### src/rtl/pipe_hazard_ctrl_if.sv
// Hazard-control bundle between the 5-stage core datapath and pipe_hazard_ctrl.
// The master side (datapath) drives register IDs, decode info and the memory
// handshake. The slave side (hazard controller) returns stall/flush and
// forwarding controls.
interface pipe_hazard_ctrl_if;
  logic [4:0] rs1_d;
  logic [4:0] rs2_d;
  logic [4:0] rs1_e;
  logic [4:0] rs2_e;
  logic [4:0] rd_e;
  logic [4:0] rd_m;
  logic [4:0] rd_w;
  logic [1:0] result_src_e;
  logic       reg_write_m;
  logic       reg_write_w;
  logic       pc_src_e;
  logic       mem_req_m;
  logic       mem_ready;
  logic       stall_f;
  logic       stall_d;
  logic       stall_e;
  logic       stall_m;
  logic       flush_d;
  logic       flush_e;
  logic       flush_w;
  logic [1:0] forward_a_e;
  logic [1:0] forward_b_e;
  logic       mem_err;

  modport master (
    output rs1_d, rs2_d, rs1_e, rs2_e, rd_e, rd_m, rd_w,
    output result_src_e, reg_write_m, reg_write_w, pc_src_e,
    output mem_req_m, mem_ready,
    input  stall_f, stall_d, stall_e, stall_m,
    input  flush_d, flush_e, flush_w,
    input  forward_a_e, forward_b_e, mem_err
  );

  modport slave (
    input  rs1_d, rs2_d, rs1_e, rs2_e, rd_e, rd_m, rd_w,
    input  result_src_e, reg_write_m, reg_write_w, pc_src_e,
    input  mem_req_m, mem_ready,
    output stall_f, stall_d, stall_e, stall_m,
    output flush_d, flush_e, flush_w,
    output forward_a_e, forward_b_e, mem_err
  );
endinterface

### src/rtl/pipe_hazard_ctrl.sv
// Pipeline hazard controller for the 5-stage core.
// Handles load-use stalls, taken-branch flushes and E-stage operand forwarding.
// It also holds the whole pipeline while an M-stage memory access waits for
// mem_ready. A hold is abandoned once the wait budget of MEM_TIMEOUT cycles is
// used up, and mem_err then pulses for one cycle.
// Optional feature macro: PERF_CNT_EN adds saturating performance counters
// (cnt_lw_stall, cnt_flush, cnt_mem_wait, CNT_W bits each).
module pipe_hazard_ctrl #(
  parameter int MEM_TIMEOUT = 16
`ifdef PERF_CNT_EN
  , parameter int CNT_W = 32
`endif
) (
  input  logic                clk,
  input  logic                rst,
  pipe_hazard_ctrl_if.slave   hz
`ifdef PERF_CNT_EN
  , output logic [CNT_W-1:0]  cnt_lw_stall
  , output logic [CNT_W-1:0]  cnt_flush
  , output logic [CNT_W-1:0]  cnt_mem_wait
`endif
);

  localparam int WCNT_W = $clog2(MEM_TIMEOUT);
  localparam logic [WCNT_W-1:0] WCNT_ONE  = WCNT_W'(1);
  localparam logic [WCNT_W-1:0] WCNT_LAST = WCNT_W'(MEM_TIMEOUT - 1);

  typedef enum logic {
    RUN,
    MEM_WAIT
  } state_t;

  state_t            state;
  state_t            state_nxt;
  logic [WCNT_W-1:0] wcnt;
  logic [WCNT_W-1:0] wcnt_nxt;
  logic              err_nxt;
  logic              mem_err_q;
  logic              mem_stall;
  logic              lw_stall;
  logic              timeout;

  // Load-use hazard: the load in E writes a register that the instruction in D reads.
  always_comb begin
    lw_stall = (hz.result_src_e == 2'b01) && (hz.rd_e != 5'd0) &&
               ((hz.rd_e == hz.rs1_d) || (hz.rd_e == hz.rs2_d));
    timeout  = (wcnt == WCNT_LAST);
  end

  // State register and error pulse. Reset drops any memory wait at once.
  always_ff @(posedge clk or posedge rst) begin
    if (rst) begin
      state     <= RUN;
      wcnt      <= '0;
      mem_err_q <= 1'b0;
    end else begin
      state     <= state_nxt;
      wcnt      <= wcnt_nxt;
      mem_err_q <= err_nxt;
    end
  end

  // Memory-wait FSM. The first unacknowledged cycle in RUN is already held,
  // so the hold length is capped at MEM_TIMEOUT-1 cycles. A stall is never
  // raised while reset is high.
  always_comb begin
    state_nxt = state;
    wcnt_nxt  = wcnt;
    err_nxt   = 1'b0;
    mem_stall = 1'b0;
    case (state)
      RUN: begin
        if (hz.mem_req_m && !hz.mem_ready) begin
          mem_stall = !rst;
          state_nxt = MEM_WAIT;
          wcnt_nxt  = WCNT_ONE;
        end
      end
      MEM_WAIT: begin
        if (hz.mem_ready) begin
          state_nxt = RUN;
          wcnt_nxt  = '0;
        end else if (timeout) begin
          state_nxt = RUN;
          wcnt_nxt  = '0;
          err_nxt   = 1'b1;
        end else begin
          mem_stall = !rst;
          wcnt_nxt  = wcnt + WCNT_ONE;
        end
      end
      default: begin
        state_nxt = RUN;
        wcnt_nxt  = '0;
      end
    endcase
  end

  // Stall/flush outputs. A memory hold freezes everything and defers other hazards.
  // A taken branch overrides a load-use stall.
  always_comb begin
    if (mem_stall) begin
      hz.stall_f = 1'b1;
      hz.stall_d = 1'b1;
      hz.stall_e = 1'b1;
      hz.stall_m = 1'b1;
      hz.flush_d = 1'b0;
      hz.flush_e = 1'b0;
      hz.flush_w = 1'b1;
    end else begin
      hz.stall_f = lw_stall && !hz.pc_src_e;
      hz.stall_d = lw_stall && !hz.pc_src_e;
      hz.stall_e = 1'b0;
      hz.stall_m = 1'b0;
      hz.flush_d = hz.pc_src_e;
      hz.flush_e = lw_stall || hz.pc_src_e;
      hz.flush_w = 1'b0;
    end
    hz.mem_err = mem_err_q;
  end

  // Operand forwarding for the E-stage ALU. The younger M result wins over W.
  always_comb begin
    hz.forward_a_e = 2'b00;
    hz.forward_b_e = 2'b00;
    if (hz.reg_write_m && (hz.rd_m != 5'd0) && (hz.rd_m == hz.rs1_e)) begin
      hz.forward_a_e = 2'b10;
    end else if (hz.reg_write_w && (hz.rd_w != 5'd0) && (hz.rd_w == hz.rs1_e)) begin
      hz.forward_a_e = 2'b01;
    end
    if (hz.reg_write_m && (hz.rd_m != 5'd0) && (hz.rd_m == hz.rs2_e)) begin
      hz.forward_b_e = 2'b10;
    end else if (hz.reg_write_w && (hz.rd_w != 5'd0) && (hz.rd_w == hz.rs2_e)) begin
      hz.forward_b_e = 2'b01;
    end
  end

`ifdef PERF_CNT_EN
  // Saturating event counters for load-use stalls, branch flushes and memory-hold cycles.
  always_ff @(posedge clk or posedge rst) begin
    if (rst) begin
      cnt_lw_stall <= '0;
      cnt_flush    <= '0;
      cnt_mem_wait <= '0;
    end else begin
      if (lw_stall && !mem_stall && (cnt_lw_stall != '1)) begin
        cnt_lw_stall <= cnt_lw_stall + 1'b1;
      end
      if (hz.pc_src_e && !mem_stall && (cnt_flush != '1)) begin
        cnt_flush <= cnt_flush + 1'b1;
      end
      if (mem_stall && (cnt_mem_wait != '1)) begin
        cnt_mem_wait <= cnt_mem_wait + 1'b1;
      end
    end
  end
`endif

endmodule

### src/flat_wrapper.sv
// flat-port wrapper written by rule: the top's interface ports become plain ports
module pipe_hazard_ctrl_flat 
#(
  parameter int MEM_TIMEOUT = 16

)
  (clk, rst, hz_rs1_d, hz_rs2_d, hz_rs1_e, hz_rs2_e, hz_rd_e, hz_rd_m, hz_rd_w, hz_result_src_e, hz_reg_write_m, hz_reg_write_w, hz_pc_src_e, hz_mem_req_m, hz_mem_ready, hz_stall_f, hz_stall_d, hz_stall_e, hz_stall_m, hz_flush_d, hz_flush_e, hz_flush_w, hz_forward_a_e, hz_forward_b_e, hz_mem_err);
  pipe_hazard_ctrl_if hz_i ();
  input  logic clk;
  input  logic rst;
  input wire logic [$bits(hz_i.rs1_d)-1:0] hz_rs1_d;
  input wire logic [$bits(hz_i.rs2_d)-1:0] hz_rs2_d;
  input wire logic [$bits(hz_i.rs1_e)-1:0] hz_rs1_e;
  input wire logic [$bits(hz_i.rs2_e)-1:0] hz_rs2_e;
  input wire logic [$bits(hz_i.rd_e)-1:0] hz_rd_e;
  input wire logic [$bits(hz_i.rd_m)-1:0] hz_rd_m;
  input wire logic [$bits(hz_i.rd_w)-1:0] hz_rd_w;
  input wire logic [$bits(hz_i.result_src_e)-1:0] hz_result_src_e;
  input wire logic [$bits(hz_i.reg_write_m)-1:0] hz_reg_write_m;
  input wire logic [$bits(hz_i.reg_write_w)-1:0] hz_reg_write_w;
  input wire logic [$bits(hz_i.pc_src_e)-1:0] hz_pc_src_e;
  input wire logic [$bits(hz_i.mem_req_m)-1:0] hz_mem_req_m;
  input wire logic [$bits(hz_i.mem_ready)-1:0] hz_mem_ready;
  output wire logic [$bits(hz_i.stall_f)-1:0] hz_stall_f;
  output wire logic [$bits(hz_i.stall_d)-1:0] hz_stall_d;
  output wire logic [$bits(hz_i.stall_e)-1:0] hz_stall_e;
  output wire logic [$bits(hz_i.stall_m)-1:0] hz_stall_m;
  output wire logic [$bits(hz_i.flush_d)-1:0] hz_flush_d;
  output wire logic [$bits(hz_i.flush_e)-1:0] hz_flush_e;
  output wire logic [$bits(hz_i.flush_w)-1:0] hz_flush_w;
  output wire logic [$bits(hz_i.forward_a_e)-1:0] hz_forward_a_e;
  output wire logic [$bits(hz_i.forward_b_e)-1:0] hz_forward_b_e;
  output wire logic [$bits(hz_i.mem_err)-1:0] hz_mem_err;
  assign hz_i.rs1_d = hz_rs1_d;
  assign hz_i.rs2_d = hz_rs2_d;
  assign hz_i.rs1_e = hz_rs1_e;
  assign hz_i.rs2_e = hz_rs2_e;
  assign hz_i.rd_e = hz_rd_e;
  assign hz_i.rd_m = hz_rd_m;
  assign hz_i.rd_w = hz_rd_w;
  assign hz_i.result_src_e = hz_result_src_e;
  assign hz_i.reg_write_m = hz_reg_write_m;
  assign hz_i.reg_write_w = hz_reg_write_w;
  assign hz_i.pc_src_e = hz_pc_src_e;
  assign hz_i.mem_req_m = hz_mem_req_m;
  assign hz_i.mem_ready = hz_mem_ready;
  assign hz_stall_f = hz_i.stall_f;
  assign hz_stall_d = hz_i.stall_d;
  assign hz_stall_e = hz_i.stall_e;
  assign hz_stall_m = hz_i.stall_m;
  assign hz_flush_d = hz_i.flush_d;
  assign hz_flush_e = hz_i.flush_e;
  assign hz_flush_w = hz_i.flush_w;
  assign hz_forward_a_e = hz_i.forward_a_e;
  assign hz_forward_b_e = hz_i.forward_b_e;
  assign hz_mem_err = hz_i.mem_err;
  pipe_hazard_ctrl #(.MEM_TIMEOUT(MEM_TIMEOUT)) u_core (.clk(clk), .rst(rst), .hz(hz_i));
endmodule
### config.mk
export PLATFORM = sky130hd
export DESIGN_NAME = pipe_hazard_ctrl_flat
export DESIGN_NICKNAME = d
export VERILOG_FILES = /design/src/rtl/pipe_hazard_ctrl_if.sv /design/src/rtl/pipe_hazard_ctrl.sv /design/src/flat_wrapper.sv
export SDC_FILE = /design/constraint.sdc
export NUM_CORES = 1
export LEC_CHECK = 0
export ABC_AREA = 1
export CAP_MARGIN = 15
export CORE_MARGIN = 2
export CORE_UTILIZATION = 30
export DETAILED_ROUTE_END_ITERATION = 6
export GPL_TIMING_DRIVEN = 0
export PLACE_DENSITY_LB_ADDON = 0.05
export SYNTH_ARGS = -nofsm -noshare
export SYNTH_HDL_FRONTEND = slang
export SYNTH_SLANG_ARGS = --single-unit
### constraint.sdc
create_clock -name clk -period 1.5 [get_ports clk]
set_input_delay 0.45 -clock clk [delete_from_list [all_inputs] [get_ports clk]]
set_output_delay 0.45 -clock clk [all_outputs]
set_load 0.02 [all_outputs]
==> out/metrics.sh, run 1 <==
R2R_SETUP_SLACK_PS=250
PORT_BUFFERS=55
DRV.MAX_CAP_VIOLATION_COUNT=0
HPWL_UM=2011
POSTLAYOUTCELLAREA_UM2=1762
SEQ_AREA_FRAC_SYNTH=0.1757
P_PER_AREA_nW_PER_UM2=487.7
TIMING.RR.START='u_core.wcnt[1]$_DFFE_PP0P_'
FIRST_GLOBAL_VIAS=1049
IO_PINS=56
CRITPATHLAUNCHTYPE='flip-flop'
TRITONCTS_NUM_SINKS=6
AREA.GROWTH.SYNTH_TO_FINAL_PCT=106.1
FIN_UTIL=0.6444
REGISTER_AREA_UM2=150.1
YS_ASYNC_SR_FRACTION=1.000
CTS_ROOT_BUF='clkbuf_4'
CRIT_PATH_CELL_TRACE='ha_2, nand3_2, nand2_2, o21ai_4, nand2_4, clkinvlp_4, buf_6, buf_6'
DIE_WIDTH_UM=57.37
CLOCK_PATH_BUFFERS=2
SETUP_WS_PS=-493.0
NUM-NETS-FINAL=247
ROUTE.DETAILED.WL_PER_INST_UM=11.92
SLEW_HEADROOM=0.8357
YOSYSTOPAREACELL='dfrtp_1'
DIE_HEIGHT_UM=57.37
RR_ENDPOINT='u_core.wcnt[0]$_DFFE_PP0P_'
SYNTHESIS_WARNING_TOTAL=0
HTREEDEPTH=1
NETLIST-CELL-TYPE-COUNT=24
VIAS_PER_CELL=4.580
TOTALPOWERFINAL_uW=859.3
ROUTED_WIRELENGTH_UM=2753
DRC_VIOLATIONS_LEFT=0
WORST_SETUP_HOLD_PATH_CLK_SLEW_PS=50
GR-USAGE-ALL-LAYERS=0.1655
SYNTH_EDF_COUNT=0
NUMBER_OF_CELLS_PRODUCED_BY_SYNTHESIS=132
DIE_AREA_UM2=3291
NETLIST_AREA_UM2=854.6
SYNTH.NET_COUNT=177
DR.PASS1.ITERS=4
FINAL_ANTENNA_NET_COUNT=0
CRITPATHCAPTURETYPE='output port'
CLKLATENCYLATEPIN_PS=240
TOTALNEGATIVESETUPSLACK_PS=-3914
SYNTH_TOP_CELLS_BY_COUNT='nand2_1, inv_1, nor2_1'
VIOLATED_CHECKS='setup timing'
PLACEDINSTANCEAREA_UM2=1495
MIN-DELAY-PATH-CLASS='input port to asynchronous set/reset pin'
HOLD_BUFFER_COUNT_AT_CTS=0
LARGEST_CELLS_BY_AREA_AFTER_SYNTHESIS='dfrtp_1, xnor2_1, nand2_1'
GRT_PASS1_WL_UM=4250
WORST_SETUP_PATH_CLASS='flip-flop to output port'
IR_DROP_uV=459.3
FINAL.PERIOD_UTILIZATION=1.329
INITIAL_CORE_UTIL=0.3126
SYNTH_MOST_COMMON_CELL='nand2_1'
FINAL-MAX-SLEW-VIOLATION-COUNT=0
WORST_HOLD_SLACK_PS=416.3
RSZ0062_AT_GRT='yes'
SYN-MEAN-INSTANCE-AREA_UM2=6.474
SYNTH_SEQ_CELLS=6
HOLD_VIOL_FINAL=0
FILLCELLCOUNT=248
SETUP_VIOL_COUNT_FINAL=11
WP_DATA_REQUIRED_PS=1050
CRITPATHSLOWESTCELL='dfrtp_1'
WORST_PIN_SLEW_PS=245.7
FLOORPLAN_CORE_AREA_UM2=2734
GRT_OVERFLOW=0
DRIVE_ABOVE_1_SHARE=0.5300
NETLIST.AREA_LEADER.SHARE=0.1757
CTS_MADE_BUFFERS=3
STATUS='complete, but fails checks'
GPL.FINAL_WEIGHTED_CONGESTION=0.8319
CRITICAL-PATH-TOP-CELL-BY-COUNT='buf_6'
ARRIVAL_WORST_ENDPOINT_PS=1540
CRIT_PATH_MAX_FANOUT=4
DRT_FIRST_ITER_VIOLATIONS=24
CLOCK-SKEW-FINAL_PS=3.676
FINALWORSTPATHREQUIREDPERIOD_PS=1993
VIAS=1058
MAX_STAGE_DELAY_PS=370
CLOCK_TREE_FROM_TRITONCTS='yes'
R2R.WORST_PATH.CELLS=6
FLOORPLAN.ROWS=19
SYNTH-MAIN-FF-CELL='dfrtp_1'
AREA_OCCUPIED_BY_MULTI_INPUT_GATES_UM2=828.3
TOTAL_LEAKAGE_POWER_uW=0.0008863
MAX_CLOCK_FREQ_MHz=501.8
DIODES=0
NUMBER_OF_ANTENNA_VIOLATIONS_AT_THE_FIRST_CHECK_IN_GLOBAL_ROUTING=0
LARGEST_NET_DEGREE_AT_THE_START_OF_GLOBAL_ROUTING=8
## per-layer routing
metal | track usage | vias to the layer above | share of wire
li1 | - | 544 | -
met3 | 0.01587 | 2 | 0.045
met5 | 0 | - | 0
met1 | 0.1699 | 482 | 0.36
met2 | 0.3263 | 30 | 0.59
met4 | 0.07973 | 0 | 0.0076
## flip-flops by register name, summed over array words and instances (netlist names)
signal             count
u_core.hz.mem_err      1
u_core.state           1
u_core.wcnt            4
## cell type report
type	instances	area share
Multi-Input combinational cell	101	0.4702
Timing Repair Buffer	65	0.3430
Sequential cell	6	0.08523
Inverter	22	0.04972
Tap cell	31	0.02202
Buffer	3	0.01705
Clock buffer	3	0.01278
## repair_timing
action                                  CTS  global route
cloned                                    0             0
endpoints found under the setup margin   12            11
pin swaps                                45            22
buffers inserted                          6             4
gates resized for setup                 214            34
## critical path: cells and delay by family (launching register included)
family          cells  cell delay, ps
compound gates      1              80
buf+inv             3             350
flops               1             370
simple gates        3             310
fa+ha+maj           1             200
## worst max path at each step
stage | start | endpoint | slack [ps] | depth (start not counted)
final | u_core.wcnt[0]$_DFFE_PP0P_ | hz_stall_m | -490 | 8
after global routing | u_core.wcnt[0]$_DFFE_PP0P_ | hz_stall_e | -590 | 8
after CTS | u_core.wcnt[0]$_DFFE_PP0P_ | hz_stall_e | -480 | 8
after detailed placement | hz_rd_e[1] | hz_stall_f | -1250 | 11
after global placement | hz_rd_e[1] | hz_stall_f | -1210 | 11
after floorplan | u_core.wcnt[0]$_DFFE_PP0P_ | hz_stall_e | -180 | 7
## layout by cell type (no fill, tap or decap), types with 2 or more instances in the layout
cell / n
nand2_4: 3
buf_6: 21
inv_1: 13
clkdlybuf4s50_1: 4
o21ai_1: 3
nor3_4: 2
nor2_4: 3
buf_8: 5
o21ai_4: 2
xor2_2: 2
nor2_1: 10
xor2_1: 9
dlygate4sd2_1: 9
xnor2_4: 2
nor2_2: 4
clkbuf_2: 6
nand2_2: 5
clkbuf_4: 3
nand3_1: 4
inv_2: 7
nor3_2: 2
xnor2_1: 3
xnor2_2: 8
clkdlybuf4s15_1: 3
nand3_2: 8
dfrtp_1: 6
buf_4: 15
nand2_1: 25
buf_2: 4
## logic make-up after synthesis
| group | synth area share |
|---|---|
| simple gates | 0.3763 |
| buf+inv | 0.1244 |
| fa+ha+maj | 0.01464 |
| compound gates | 0.06296 |
| flops | 0.1757 |
| xor+xnor | 0.2460 |
## power breakdown
part           switching, uW  internal [uW]  total (uW)
Clock                   57.4           90.4         148
Sequential              17.3            180         197
Combinational            234            280         514
## metrics by stage
stage	setup WS (ps)	instances
6_report	-493.0	231
4_1_cts	-482.7	227
3_5_place_dp	-1248	218
2_1_floorplan	-175.4	132
3_3_place_gp	-1215	218
5_1_grt	-592.2	231
Note: power is estimated with default switching activity, not from simulation.
==> run 2, diff against run 1 <==
- CELL_PAD_IN_SITES_DETAIL_PLACEMENT: default -> 1
- CELL_PAD_IN_SITES_GLOBAL_PLACEMENT: default -> 2
- CORE_MARGIN: 2 -> default
- CORE_UTILIZATION: 30 -> 26
- DONT_BUFFER_PORTS: default -> 1
==> out/metrics.sh, run 2 (synthesis gave the netlist of run 1 again) <==
CRITPATHLAUNCHTYPE='flip-flop'  # unchanged
WP_DATA_REQUIRED_PS=1050  # about the same
IO_PINS=56  # unchanged
WORST_PIN_SLEW_PS=362.0  # was 245.7 ps
TRITONCTS_NUM_SINKS=6  # unchanged
DIODES=0  # unchanged
SETUP_VIOL_COUNT_FINAL=9  # was 11
DRC_VIOLATIONS_LEFT=0  # unchanged
LAYOUT.CELLS.MOST_COMMON_LIST='nand2_1, inv_1, nor2_1'  # was nand2_1, buf_6, buf_4
CRIT_PATH_MAX_FANOUT=4  # unchanged
CELL_INTERNAL_PWR_uW=453.3  # was 550.3 uW
HOLD_VIOL_FINAL=0  # unchanged
TOTAL_LEAKAGE_POWER_uW=0.0005889  # was 0.0008863 uW
CRITPATHCAPTURETYPE='output port'  # unchanged
FLOORPLAN.ROWS=20  # was 19
FIN_UTIL=0.4102  # was 0.6444
PLACEDINSTANCEAREA_UM2=960.9  # was 1495 um^2
STATUS='complete, but fails checks'  # unchanged
GPL.FINAL_WEIGHTED_CONGESTION=0.8108  # was 0.8319
AREA_OCCUPIED_BY_MULTI_INPUT_GATES_UM2=849.6  # was 828.3 um^2
MIN-DELAY-PATH-CLASS='input port to asynchronous set/reset pin'  # unchanged
AREA.GROWTH.SYNTH_TO_FINAL_PCT=47.73  # was 106.1%
CLKLATENCYLATEPIN_PS=240  # about the same
LAYOUT_COMMONEST_CELL='nand2_1'  # unchanged
POSTLAYOUTCELLAREA_UM2=1262  # was 1762 um^2
IR_DROP_uV=201.2  # was 459.3 uV
MAX_CLOCK_FREQ_MHz=516.3  # was 501.8 MHz
INITIAL_CORE_UTIL=0.2776  # was 0.3126
GRT_PASS1_WL_UM=3795  # was 4250 um
VIAS_PER_CELL=4.553  # was 4.580
HTREEDEPTH=1  # unchanged
SETUP_WS_PS=-437.0  # was -493.0 ps
VIOLATED_CHECKS='setup timing'  # unchanged
RSZ0062_AT_GRT='yes'  # unchanged
DIE_AREA_UM2=3520  # was 3291 um^2
FIRST_GLOBAL_VIAS=885  # was 1049
ROUTE.DETAILED.WL_PER_INST_UM=12.44  # was 11.92 um
CTS_ROOT_BUF='clkbuf_4'  # unchanged
TOTALNEGATIVESETUPSLACK_PS=-2789  # was -3914 ps
DRT_FIRST_ITER_VIOLATIONS=26  # was 24
FLOORPLAN_CORE_AREA_UM2=3078  # was 2734 um^2
LARGEST_REG_FLOPS=4  # unchanged
P_PER_AREA_nW_PER_UM2=537.1  # was 487.7 nW/um^2
P_SW_FRAC=0.3315  # was 0.3596
SHARE_COMB_OF_TOTAL_POWER=0.496  # was 0.599
GR-USAGE-ALL-LAYERS=0.1444  # was 0.1655
LARGEST_NET_DEGREE_AT_THE_START_OF_GLOBAL_ROUTING=8  # unchanged
NUMBER_OF_ANTENNA_VIOLATIONS_AT_THE_FIRST_CHECK_IN_GLOBAL_ROUTING=0  # unchanged
SHARE_CLK_OF_TOTAL_POWER=0.218  # was 0.172
CLOCK_TREE_FROM_TRITONCTS='yes'  # unchanged
HPWL_UM=1882  # was 2011 um
PORT_BUFFERS=0  # was 55
FINAL.PERIOD_UTILIZATION=1.291  # was 1.329
LARGEST_REGISTER='u_core.wcnt'  # unchanged
FINAL-MAX-SLEW-VIOLATION-COUNT=0  # unchanged
SLEW_HEADROOM=0.7579  # was 0.8357
FILLCELLCOUNT=384  # was 248
FINALWORSTPATHREQUIREDPERIOD_PS=1937  # was 1993 ps
CTS_MADE_BUFFERS=3  # unchanged
NUM-NETS-FINAL=191  # was 247
WORST_SETUP_HOLD_PATH_CLK_SLEW_PS=40  # was 50 ps
FINAL_ANTENNA_NET_COUNT=0  # unchanged
WORST_SETUP_PATH_CLASS='flip-flop to output port'  # unchanged
REGISTER_AREA_UM2=150.1  # unchanged
DIE_HEIGHT_UM=59.33  # was 57.37 um
DIE_WIDTH_UM=59.33  # was 57.37 um
DRIVE_ABOVE_1_SHARE=0.3958  # was 0.5300
GRT_OVERFLOW=0  # unchanged
CLOCK-SKEW-FINAL_PS=3.030  # was 3.676 ps
ROUTED_WIRELENGTH_UM=2338  # was 2753 um
POWER.SHARE.SEQUENTIAL=0.286  # was 0.229
DRV.MAX_CAP_VIOLATION_COUNT=0  # unchanged
VIAS=856  # was 1058
CLOCK_PATH_BUFFERS=2  # unchanged
P_SWITCHING_uW=224.7  # was 309.0 uW
ARRIVAL_WORST_ENDPOINT_PS=1490  # was 1540 ps
DR.PASS1.ITERS=5  # was 4
## run 2: changes by cell type in the layout (fill, tap and decap cells not counted), sizes merged
cell / change
dlygate4sd2: -9
clkbuf: -6
clkdlybuf4s15: -4
buf: -33
clkdlybuf4s50: -4
## run 2: layer usage
layer,GRT usage,part of all wire
met5,0,0
met4,0.03061,0
met3,0.03275,0.068
met2,0.2825,0.58
met1,0.1545,0.35
## run 2: what timing repair did
item                                   4_1_cts  5_1_grt
endpoints found under the hold margin        0        0
hold buffers                                 0        0
pin swaps                                   12       14
setup endpoints to repair                   11       11
gates cloned                                 0        0
resized for setup                           14       16
buffers inserted                             7        2
## run 2: worst max-delay path: stages (launching register included)
cell        delay, ps
dfrtp_1           350
ha_2              190
nand3_2            90
nand2_2            90
o21ai_2            80
nand2_4            90
clkinvlp_4        180
buf_6             180
## run 2: final cells by class
class,instances,share of cell area
Multi-Input combinational cell,101,0.6729
Sequential cell,6,0.1189
Inverter,22,0.06938
Timing Repair Buffer,9,0.05352
Tap cell,44,0.04361
Buffer,3,0.02379
Clock buffer,3,0.01784
## run 2: metrics by stage
| stage | power (uW) | std cells | setup WS, ps | hold slack (ps) |
|---|---|---|---|---|
| final | 678.0 | 188 | -437.0 | 48.73 |
| after global routing | 731.3 | 188 | -528.5 | 58.60 |
| after CTS | 653.5 | 186 | -477.6 | 52.62 |
| after detailed placement | 433.1 | 176 | -302.2 | 320.4 |
| after global placement | 427.1 | 176 | -290.7 | 318.4 |
| after floorplan | 398.9 | 132 | -175.4 | 272.4 |
## run 2: worst paths after layout
kind                                             from                     endpoint  slack, ps  cells after the start
min reg2reg                    u_core.state$_DFF_PP0_   u_core.wcnt[0]$_DFFE_PP0P_        530                      1
min in group clk                         hz_mem_ready  u_core.hz.mem_err$_DFF_PP0_        370                      3
max reg2reg                u_core.wcnt[1]$_DFFE_PP0P_   u_core.wcnt[0]$_DFFE_PP0P_        200                      7
max in group asynchronous                         rst   u_core.wcnt[0]$_DFFE_PP0P_       1200                      1
max                        u_core.wcnt[1]$_DFFE_PP0P_                   hz_stall_e       -440                      7
min                                               rst   u_core.wcnt[2]$_DFFE_PP0P_         50                      1
## run 2: power by group through the flow
| stage | clock [uW] | combinational [uW] | sequential (uW) |
|---|---|---|---|
| after floorplan | 0 | 202 | 197 |
| after global placement | 0 | 226 | 201 |
| after detailed placement | 0 | 231 | 202 |
| after CTS | 158 | 301 | 194 |
| after global routing | 165 | 369 | 197 |
| final | 148 | 336 | 194 |
==> run 3, diff against run 2 <==
==> constraint.sdc (replaced) <==
create_clock -name clk -period 1.5 [get_ports clk]
set_input_delay 0.45 -clock clk [delete_from_list [all_inputs] [get_ports clk]]
set_output_delay 0.45 -clock clk [all_outputs]
set_load 0.05 [all_outputs]
==> out/metrics.sh, run 3 (synthesis gave the netlist of run 1 again) <==
ARRIVAL_WORST_ENDPOINT_PS=1680  # was 1490 ps
LARGEST_REGISTER='u_core.wcnt'  # unchanged
WORST_PIN_SLEW_PS=624.9  # was 362.0 ps
CRIT_PATH_CELL_TRACE='ha_2, nand3_2, nand2_2, o21ai_4, nand2_4, clkinvlp_4, buf_8'  # was ha_2, nand3_2, nand2_2, o21ai_2, nand2_4, clkinvlp_4, buf_6
WORST_SETUP_HOLD_PATH_CLK_SLEW_PS=50  # was 40 ps
DIE_AREA_UM2=3520  # unchanged
PORT_BUFFERS=0  # unchanged
STATUS='complete, but fails checks'  # unchanged
DRV.MAX_CAP_VIOLATION_COUNT=0  # unchanged
DR.PASS1.ITERS=2  # was 5
INITIAL_CORE_UTIL=0.2776  # unchanged
FIRST_GLOBAL_VIAS=893  # was 885
HOLD_VIOL_FINAL=0  # unchanged
PLACEDINSTANCEAREA_UM2=1013  # was 960.9 um^2
CLOCK_PATH_BUFFERS=2  # unchanged
HTREEDEPTH=1  # unchanged
MAX_CLOCK_FREQ_MHz=469.4  # was 516.3 MHz
CRITPATHLAUNCHTYPE='flip-flop'  # unchanged
TOTAL_LEAKAGE_POWER_uW=0.0005785  # was 0.0005889 uW
VIAS_PER_CELL=4.535  # was 4.553
LAYOUT_COMMONEST_CELL='nand2_1'  # unchanged
LAYOUT.CELLS.MOST_COMMON_LIST='nand2_1, inv_1, nor2_1'  # unchanged
CLKLATENCYLATEPIN_PS=250  # was 240 ps
POSTLAYOUTCELLAREA_UM2=1219  # was 1262 um^2
FLOORPLAN.ROWS=20  # unchanged
SETUP_WS_PS=-630.2  # was -437.0 ps
MAX_STAGE_DELAY_PS=350  # about the same
FINALWORSTPATHREQUIREDPERIOD_PS=2130  # was 1937 ps
TOTALNEGATIVESETUPSLACK_PS=-4740  # was -2789 ps
NUM-NETS-FINAL=190  # was 191
DRT_FIRST_ITER_VIOLATIONS=9  # was 26
FINAL_ANTENNA_NET_COUNT=0  # unchanged
CRITPATHSLOWESTCELL='dfrtp_1'  # unchanged
WP_DATA_REQUIRED_PS=1050  # about the same
CRITPATHCAPTURETYPE='output port'  # unchanged
ROUTE.DETAILED.WL_PER_INST_UM=12.43  # was 12.44 um
DIE_WIDTH_UM=59.33  # unchanged
FINAL-MAX-SLEW-VIOLATION-COUNT=0  # unchanged
CRIT_PATH_MAX_FANOUT=3  # was 4
FIN_UTIL=0.3959  # was 0.4102
CTS_ROOT_BUF='clkbuf_4'  # unchanged
DRIVE_ABOVE_1_SHARE=0.3427  # was 0.3958
GRT_OVERFLOW=0  # unchanged
NUMBER_OF_ANTENNA_VIOLATIONS_AT_THE_FIRST_CHECK_IN_GLOBAL_ROUTING=0  # unchanged
AREA.GROWTH.SYNTH_TO_FINAL_PCT=42.61  # was 47.73%
SETUP_VIOL_COUNT_FINAL=11  # was 9
PATH_DELAY_FAMILY='buffers and inverters'  # unchanged
FINAL.PERIOD_UTILIZATION=1.420  # was 1.291
TIMING.CRITICAL_PATH.BUF_INV=2  # unchanged
MIN-DELAY-PATH-CLASS='input port to asynchronous set/reset pin'  # unchanged
FLOORPLAN_CORE_AREA_UM2=3078  # unchanged
GR-USAGE-ALL-LAYERS=0.1412  # was 0.1444
IO_PINS=56  # unchanged
VIOLATED_CHECKS='setup timing'  # unchanged
CLOCK_TREE_FROM_TRITONCTS='yes'  # unchanged
LARGEST_REG_FLOPS=4  # unchanged
LARGEST_NET_DEGREE_AT_THE_START_OF_GLOBAL_ROUTING=8  # unchanged
DIODES=0  # unchanged
GPL.FINAL_WEIGHTED_CONGESTION=0.7517  # was 0.8108
IR_DROP_uV=200.7  # was 201.2 uV
TOTALPOWERFINAL_uW=713.6  # was 678.0 uW
HOLD_BUFFER_COUNT_AT_CTS=0  # unchanged
VIAS=848  # was 856
P_PER_AREA_nW_PER_UM2=585.5  # was 537.1 nW/um^2
CLOCK-SKEW-FINAL_PS=12.08  # was 3.030 ps
SLEW_HEADROOM=0.5820  # was 0.7579
FILLCELLCOUNT=385  # was 384
DIE_HEIGHT_UM=59.33  # unchanged
GRT_PASS1_WL_UM=3719  # was 3795 um
RSZ0062_AT_GRT='yes'  # unchanged
DRC_VIOLATIONS_LEFT=0  # unchanged
CTS_MADE_BUFFERS=3  # unchanged
WORST_SETUP_PATH_CLASS='flip-flop to output port'  # unchanged
HPWL_UM=1948  # was 1882 um
WORST_HOLD_SLACK_PS=38.75  # was 48.73 ps
TRITONCTS_NUM_SINKS=6  # unchanged
ROUTED_WIRELENGTH_UM=2325  # was 2338 um
run 3: report_power, final:
group	switching (uW)	internal (uW)	total, uW
Sequential	16.2	180	196
Combinational	190	174	364
Clock	62.9	90.8	154
run 3: final cells by class:
| class | instances | area [um^2] | area share |
|---|---|---|---|
| Buffer | 3 | 45.04 | 0.03696 |
| Clock buffer | 3 | 22.52 | 0.01848 |
| Inverter | 22 | 91.34 | 0.07495 |
| Multi-Input combinational cell | 101 | 794.5 | 0.6520 |
| Sequential cell | 6 | 150.1 | 0.1232 |
| Tap cell | 44 | 55.05 | 0.04517 |
| Timing Repair Buffer | 8 | 60.06 | 0.04928 |
run 3: final timing paths:
path / from / slack, ps / end / depth (start not counted)
setup / recovery: u_core.wcnt[0]$_DFFE_PP0P_ / -630 / hz_stall_e / 7
setup reg to reg: u_core.wcnt[0]$_DFFE_PP0P_ / 310 / u_core.wcnt[2]$_DFFE_PP0P_ / 5
hold / removal: rst / 40 / u_core.wcnt[2]$_DFFE_PP0P_ / 1
min in group clk: hz_mem_ready / 370 / u_core.hz.mem_err$_DFF_PP0_ / 3
hold reg to reg: u_core.state$_DFF_PP0_ / 600 / u_core.wcnt[0]$_DFFE_PP0P_ / 1
max in group asynchronous: rst / 1200 / u_core.wcnt[1]$_DFFE_PP0P_ / 1
run 3: stage by stage:
stage	worst slack, ps	cells
after floorplan	-377.0	132
after global placement	-478.0	176
after detailed placement	-507.6	176
after CTS	-665.2	186
after global routing	-721.4	187
final	-630.2	187
run 3: layer usage:
metal | up-vias | track usage | routed length, um
met5 | - | 0 | 0
met4 | 0 | 0.02041 | 0
met3 | 0 | 0.04367 | 224
met2 | 40 | 0.2713 | 1222
met1 | 376 | 0.1518 | 878
li1 | 432 | - | -
run 3: timing repair:
| item | 4_1_cts | 5_1_grt |
|---|---|---|
| buffers inserted | 7 | 1 |
| endpoints found under the setup margin | 11 | 11 |
| pin swaps | 12 | 3 |
| resized for setup | 18 | 0 |
| endpoints found under the hold margin | 0 | 0 |
